==> src/rtl/margin_min_select.sv <==
// Per-sample top1-top2 margin over a stream of class scores.
// Tracks the smallest margin and its sample index across one batch.
module margin_min_select #(
  parameter  int DATA_W    = 16,
  parameter  int N_CLASSES = 8,
  parameter  int N_SAMPLES = 1024,
  localparam int IDX_W     = (N_SAMPLES > 1) ? $clog2(N_SAMPLES) : 1
) (
  input  logic              clk,
  input  logic              rst_n,
  input  logic              start,
  input  logic              s_valid,
  input  logic [DATA_W-1:0] s_data,
  output logic              s_ready,
  output logic              busy,
  output logic              margin_valid,
  output logic [DATA_W-1:0] margin_out,
  output logic [IDX_W-1:0]  margin_idx,
  output logic              done,
  output logic [DATA_W-1:0] min_margin,
  output logic [IDX_W-1:0]  min_idx
);
  localparam int CLS_W = (N_CLASSES > 1) ? $clog2(N_CLASSES) : 1;
  localparam logic [CLS_W-1:0] CLS_LAST = CLS_W'(N_CLASSES - 1);
  localparam logic [IDX_W-1:0] SMP_LAST = IDX_W'(N_SAMPLES - 1);

  typedef enum logic [1:0] {S_IDLE, S_RUN, S_FLUSH, S_DONE} state_t;

  state_t            r_state;
  logic [CLS_W-1:0]  r_cls;
  logic [IDX_W-1:0]  r_smp;
  logic [DATA_W-1:0] r_top1, r_top2;
  logic [DATA_W-1:0] w_top1, w_top2;
  logic              r_margin_valid, r_done;
  logic [DATA_W-1:0] r_margin_out, r_min_margin;
  logic [IDX_W-1:0]  r_margin_idx, r_min_idx;
  logic              w_acc;

  assign w_acc = s_valid & s_ready;

  // Running top-2; the first beat of a sample restarts the pair.
  always_comb begin
    w_top1 = r_top1;
    w_top2 = r_top2;
    if (r_cls == '0) begin
      w_top1 = s_data;
      w_top2 = '0;
    end else if (s_data > r_top1) begin
      w_top2 = r_top1;
      w_top1 = s_data;
    end else if (s_data > r_top2) begin
      w_top2 = s_data;
    end
  end

  always_ff @(posedge clk) begin
    if (!rst_n) begin
      r_state        <= S_IDLE;
      r_cls          <= '0;
      r_smp          <= '0;
      r_top1         <= '0;
      r_top2         <= '0;
      r_margin_valid <= 1'b0;
      r_margin_out   <= '0;
      r_margin_idx   <= '0;
      r_done         <= 1'b0;
      r_min_margin   <= '1;
      r_min_idx      <= '0;
    end else begin
      r_margin_valid <= 1'b0;
      r_done         <= 1'b0;
      // Sample 0 always loads; strict compare keeps the earlier index on ties.
      if (r_margin_valid && ((r_margin_out < r_min_margin) || (r_margin_idx == '0))) begin
        r_min_margin <= r_margin_out;
        r_min_idx    <= r_margin_idx;
      end
      case (r_state)
        S_IDLE: if (start) begin
          r_state      <= S_RUN;
          r_cls        <= '0;
          r_smp        <= '0;
          r_min_margin <= '1;
        end
        S_RUN: if (w_acc) begin
          r_top1 <= w_top1;
          r_top2 <= w_top2;
          if (r_cls == CLS_LAST) begin
            r_cls          <= '0;
            r_margin_out   <= w_top1 - w_top2;
            r_margin_idx   <= r_smp;
            r_margin_valid <= 1'b1;
            if (r_smp == SMP_LAST) r_state <= S_FLUSH;
            else                   r_smp   <= r_smp + IDX_W'(1);
          end else begin
            r_cls <= r_cls + CLS_W'(1);
          end
        end
        S_FLUSH: begin
          r_state <= S_DONE;
          r_done  <= 1'b1;
        end
        default: r_state <= S_IDLE;
      endcase
    end
  end

  assign s_ready      = (r_state == S_RUN);
  assign busy         = (r_state != S_IDLE);
  assign margin_valid = r_margin_valid;
  assign margin_out   = r_margin_out;
  assign margin_idx   = r_margin_idx;
  assign done         = r_done;
  assign min_margin   = r_min_margin;
  assign min_idx      = r_min_idx;
endmodule

==> config.mk <==
export PLATFORM = sky130hd
export DESIGN_NAME = margin_min_select
export DESIGN_NICKNAME = d
export VERILOG_FILES = /design/src/rtl/margin_min_select.sv
export SDC_FILE = /design/constraint.sdc
export NUM_CORES = 1
export LEC_CHECK = 0
export CAP_MARGIN = 25
export CORE_ASPECT_RATIO = 1.2
export CORE_UTILIZATION = 55
export CTS_CLUSTER_DIAMETER = 150
export DETAILED_ROUTE_END_ITERATION = 10
export PLACE_DENSITY = 0.86
export SLEW_MARGIN = 10
export SYNTH_ARGS = -nofsm -noshare
export SYNTH_HDL_FRONTEND = slang
export SYNTH_SLANG_ARGS = --single-unit
==> constraint.sdc <==
create_clock -name clk -period 10.4 [get_ports clk]
set_input_delay 2.08 -clock clk [delete_from_list [all_inputs] [get_ports clk]]
set_output_delay 2.08 -clock clk [all_outputs]
set_load 0.01 [all_outputs]
==> results.yml, run 1 <==
clock_tree:
  cts_resized: 0
  clk_pin_slew_ps: 70
  worstSkewPairLatency_ps: 350
  cts_root_buf: "clkbuf_16"
  cts_tree: "yes"
  cts_made_buffers: 9
  postCtsSetupBuffers: 0
  cts_buffer_depth: 2
  hold_buffers: 0
  clock-sinks: 101
  htreeDepth: 3
worst_hold_path:
  holdPathEnd: "r_top1[14]"
  hold_depth: 2
  hold_start: "r_top1[14]"
  hp-class: "register to register"
global_route:
  grt_max_degree: 52
  grt_pass1_wl_um: 26050
  grt_overflow: 0
  grt_pass1_vias: 5618
  antenna_found_initial: 0
  grt_util_all_layers_pct: 26.54
pwr:
  ir_worst_vdd_v: 0.00007808
  power_mw: 1.083
  p_leak_nw: 3.006
  pwr_density_cell_mw_per_mm2: 141.8
detailed_routing:
  vias_per_cell: 5.861
  dr.first_iter.drc_count: 334
  via_count: 6142
  dr.pass1.iters: 5
  wl_per_cell_um: 15.04
  ant_nets: 0
  drcViolationCount: 0
  wirelength_um: 15760
timing:
  fin_tns_setup_ps: 0
  max_freq_mhz: 130.9
  skew_ps: 8.751
  finalHoldViolations: 0
  slew_headroom_pct: 32.14
  fin_crit_sh_pct: 73.45
  setup_viol: 0
  setup_ws_ps: 2761
  drv_slew: 0
  worst_pin_slew_ps: 1018
  fin_crit_ps: 7639
  rsz0062_at_grt: "no"
logic_synthesis:
  postSynthCellCount: 839
  seq_area_frac_synth_pct: 31.21
  yosys.cell_types.count: 54
  yosys_warnings: 0
  synthFlopType: "dfxtp_1"
  syn_avg_cell_area_um2: 7.720
  synth-edff-count: 0
  synth.area.top_cells: "dfxtp_1 (31%), ha_1 (14%), nand2_1 (8.8%), a21oi_1 (8.2%), o211ai_1 (3.8%)"
  yosysMostFrequentCell: "nand2_1"
  async_flop_share_pct: 0
  syn_nets: 931
  synth_common_cells: "nand2_1 (152), a21oi_1 (106), dfxtp_1 (101)"
  synth_area_mm2: 0.006477
  synth_top_area_share_pct: 31.21
  yosys_register_bits: 101
  yosys.area.top_type: "dfxtp_1"
critical_path:
  critPathKind: "primary input to register"
  reg2reg_slack_ps: 4650
  crit_path_start: "s_data[5]"
  regToRegEndpoint: "margin_out[15]"
  timing.rr.start: "r_top2[7]"
  cp-end-kind: "register"
  required_ps: 10670
  critPathArrivalTime_ps: 7910
  start_kind: "primary input"
  worstPathMaxFanout: 18
  worst-r2r-cell-count: 20
finish:
  antenna_cells: 0
  regArea_mm2: 0.002022
  drive_gt1_share_pct: 4.153
  multi_input_area_mm2: 0.004016
  layout.nets: 978
  area_growth_pct: 17.91
  final_area_mm2: 0.007637
  fillers: 1006
floorplanning:
  die_h_um: 120.9
  start_util_pct: 56.26
  core_area_mm2: 0.01151
  dieWidth_um: 101.1
  dieArea_mm2: 0.01222
  ios: 76
  rows: 43
flow_run:
  maxCapViolations: 0
run_status:
  outcome: "finished, final reports clean"
place:
  place_hpwl_um: 11210
  post-place-ws_ps: 2475
  dpl_cell_area_mm2: 0.007278
  portBuffers: 75
  gp_congestion: 0.9157
area by class of cell:
class / instances / share of cell area [%]
multi-input combinational: 625 / 52.59
timing repair buffer: 83 / 10.98
clock inverter: 5 / 0.8355
tap: 157 / 2.572
clock buffer: 11 / 3.309
inverter: 66 / 3.244
sequential: 101 / 26.47
report_power, final:
group,internal [mW],switching (mW),total [mW]
Clock,0.202,0.153,0.355
Combinational,0.122,0.192,0.314
Sequential,0.401,0.0131,0.414
Total,0.725,0.358,1.08
sequential cells by signal, summed over array words and instances (netlist names):
register      cells
done              1
margin_out       16
min_idx          10
min_margin       16
r_state           2
r_top1           16
r_top2           16
margin_idx       10
r_smp            10
r_cls             3
margin_valid      1
worst max-delay path, stage by stage:
cell             delay (ps)
clkdlybuf4s50_1         510
ha_1                    350
a21oi_1                  60
o21ai_0                 290
a221oi_1                160
o221ai_2                750
and2_0                  880
a21oi_1                 210
a211oi_2                360
inv_1                    80
ha_1                    270
nor2b_1                 120
o21ai_0                 150
nand2b_1                120
a2111oi_0               580
o311ai_1                170
o311ai_0                170
o21ai_0                 210
xnor2_1                 170
a211oi_2                200
layer usage:
layer	up-vias	share of wire [%]	wire length (um)	GRT usage (%)
li1	3058	-	-	-
met4	0	2.7	426	13.41
met1	2837	44	6896	34.07
met3	35	5.5	861	2.995
met2	212	48	7574	43.71
met5	-	0	0	0
metrics by stage:
stage                     hold WS [ps]  util [%]  std cells
after global placement           443.6     63.21       1030
after detailed placement         464.5     63.21       1030
after floorplan                  436.3         -        839
after global routing             490.0     66.33       1048
after CTS                        473.5     65.96       1046
final                            475.0     66.33       1048
placed cells by master (no fill, tap or decap), types with 9 or more instances in the layout:
| cell | instances |
|---|---|
| a211o_1 | 14 |
| and2_1 | 15 |
| o211ai_1 | 33 |
| xnor2_1 | 9 |
| clkbuf_16 | 9 |
| a21oi_1 | 106 |
| nor2_1 | 37 |
| o21ai_0 | 32 |
| a32oi_1 | 10 |
| nand2_1 | 152 |
| and3_1 | 16 |
| nand4_1 | 9 |
| nand3_1 | 15 |
| o21ai_1 | 11 |
| clkdlybuf4s50_1 | 75 |
| ha_1 | 71 |
| inv_1 | 64 |
| dfxtp_1 | 101 |
| o311ai_0 | 11 |
worst max path at each step:
stage                     endpoint  cells after the start
floorplan           margin_out[15]                     19
global placement    margin_out[15]                     19
detailed placement  margin_out[15]                     19
CTS                 margin_out[15]                     19
global route        margin_out[15]                     20
finish              margin_out[15]                     20
kinds of logic (layout without fill, tap and decap cells):
logic type / Yosys count / count (layout) / synth area share (%)
XOR/XNOR: 17 / 17 / 2.299
AO/OA/AOI/OAI: 254 / 254 / 25.36
buffers and inverters: 113 / 165 / 6.876
adder cells (fa/ha/maj): 72 / 72 / 14.02
multiplexers: 5 / 5 / 0.7727
AND/OR/NAND/NOR: 277 / 277 / 19.45
flip-flops: 101 / 101 / 31.22
No activity file was read; power rests on OpenSTA's default activity.
==> run 2, diff against run 1 <==
Clock period 10.4 ns to 7.9 ns, I/O delays scaled along.
==> run 2 against run 1 <==
Combinational power grew 31%; first-iteration DRC count increased by 16%; sequential cell count unchanged; cell area is 0.11% higher; die area unchanged; clock power up 38%; critical path depth rose by 1; wire length rose by 0.70%; sequential power up 32%; via count about the same; worst setup slack lost 1500 ps; critical path type unchanged; highest routed layer unchanged.
==> results.yml, run 2 (synthesized netlist as in run 1, its figures left out) <==
critical_path:
  worst-r2r-cell-count: 19
  critPathMaxStageDelay_ps: 810
  worstPathMaxFanout: 18
  start_kind: "primary input"
  critical-path-slowest-cell: "o221ai_2"
  critPathKind: "primary input to register"
  cp-end-kind: "register"
  required_ps: 8160
  path_common_cell: "o21ai_0"
  path_cells: "clkdlybuf4s50_1 > ha_1 > a21oi_1 > o21ai_0 > a221oi_1 > o221ai_2 > and2_0 > buf_4 > a21oi_1 > a211oi_2 > inv_1 > ha_1 > nor2b_1 > o21ai_0 > nand2b_1 > a2111oi_0 > o311ai_1 > o311ai_0 > o21ai_0 > xnor2_1 > a211oi_2"
  critPathArrivalTime_ps: 6890
finish:
  area_growth_pct: 18.04
  layout.nets: 979
  stdcell_count: 1049
  final_cell_mix: "nand2_1 (152), a21oi_1 (106), dfxtp_1 (101)"
  multi_input_area_mm2: 0.004016
  antenna_cells: 0
  drive_gt1_share_pct: 4.260
  regArea_mm2: 0.002022
  fillers: 990
  layout_commonest_cell: "nand2_1"
timing:
  setup_viol: 0
  rsz0062_at_grt: "no"
  worst_pin_slew_ps: 1018
  fin_crit_ps: 6624
  whs_ps: 479.9
  skew_ps: 11.17
  setup_ws_ps: 1276
  drv_slew: 0
  slew_headroom_pct: 32.17
  fin_crit_sh_pct: 83.85
  finalHoldViolations: 0
  max_freq_mhz: 151.0
  fin_tns_setup_ps: 0
floorplanning:
  rows: 43
  die_h_um: 120.9
  start_util_pct: 56.26
  core_area_mm2: 0.01151
  dieArea_mm2: 0.01222
  dieWidth_um: 101.1
  ios: 76
place:
  dp.cells: 1032
  post-place-ws_ps: 1077
  gp_congestion: 0.9490
  portBuffers: 75
  place_hpwl_um: 11130
global_route:
  grt_max_degree: 52
  grt_pass1_vias: 5566
  grt_pass1_wl_um: 26400
  grt_util_all_layers_pct: 26.85
  antenna_found_initial: 0
  grt_overflow: 0
clock_tree:
  htreeDepth: 3
  cts_resized: 0
  cts_root_buf: "clkbuf_16"
  clock-sinks: 101
  cts_made_buffers: 9
  worstSkewPairLatency_ps: 350
  postCtsSetupBuffers: 0
  cts_tree: "yes"
  hold_buffers: 0
  clk_pin_slew_ps: 70
  cts_buffer_depth: 2
detailed_routing:
  dr.first_iter.drc_count: 386
  wirelength_um: 15870
  ant_nets: 0
  dr.pass1.iters: 5
  vias_per_cell: 5.857
  via_count: 6144
  drcViolationCount: 0
  wl_per_cell_um: 15.13
worst_hold_path:
  hp-class: "register to register"
  hold_depth: 2
run_status:
  outcome: "finished, final reports clean"
pwr:
  pwr_density_cell_mw_per_mm2: 189.1
  p_leak_nw: 3.018
  power_mw: 1.446
  ir_worst_vdd_v: 0.00009429
flow_run:
  maxCapViolations: 0
-- run 2: metal layers --
metal  up-vias  part of all wire (%)  GRT usage, %  wire (um)
li1       3058                     -             -          -
met3        37                   6.3         3.975       1003
met5         -                     0             0          0
met2       240                    48         44.69       7551
met4         0                   2.1         9.420        327
met1      2809                    44         35.14       6986
-- run 2: final cells by class --
cell class	count	area share, %
timing repair buffer	84	10.93
inverter	66	3.240
tap	157	2.569
clock buffer	9	2.946
multi-input combinational	625	52.53
sequential	101	26.44
clock inverter	7	1.342
-- run 2: path summary, 6_finish.rpt --
check                           slack (ps)             end        from
worst max-delay path                  1280  margin_out[15]   s_data[5]
worst min register to register         480       r_top1[6]   r_top1[6]
worst min-delay path                   480       r_top1[6]   r_top1[6]
worst max register to register        2650  margin_out[15]  r_top1[15]
-- run 2: where the power goes --
part / internal, mW / switching [mW] / leakage, nW
Clock: 0.283 / 0.208 / 0.163
Sequential: 0.528 / 0.0168 / 0.815
Combinational: 0.159 / 0.252 / 2.04
Total: 0.969 / 0.476 / 3.02
-- run 2: worst max-delay path: cells and delay by family --
kind            cells  cell delay (ps)
simple gates        3              470
xor+xnor            1              170
buf+inv             3              830
compound gates     12             3170
fa+ha+maj           2              620
-- run 2: per-stage QoR --
step           instance area (um2)  utilization, %
3_3_place_gp                  7293           63.34
2_1_floorplan                 6477               -
6_report                      7646           66.41
3_5_place_dp                  7293           63.34
5_1_grt                       7646           66.41
4_1_cts                       7621           66.19
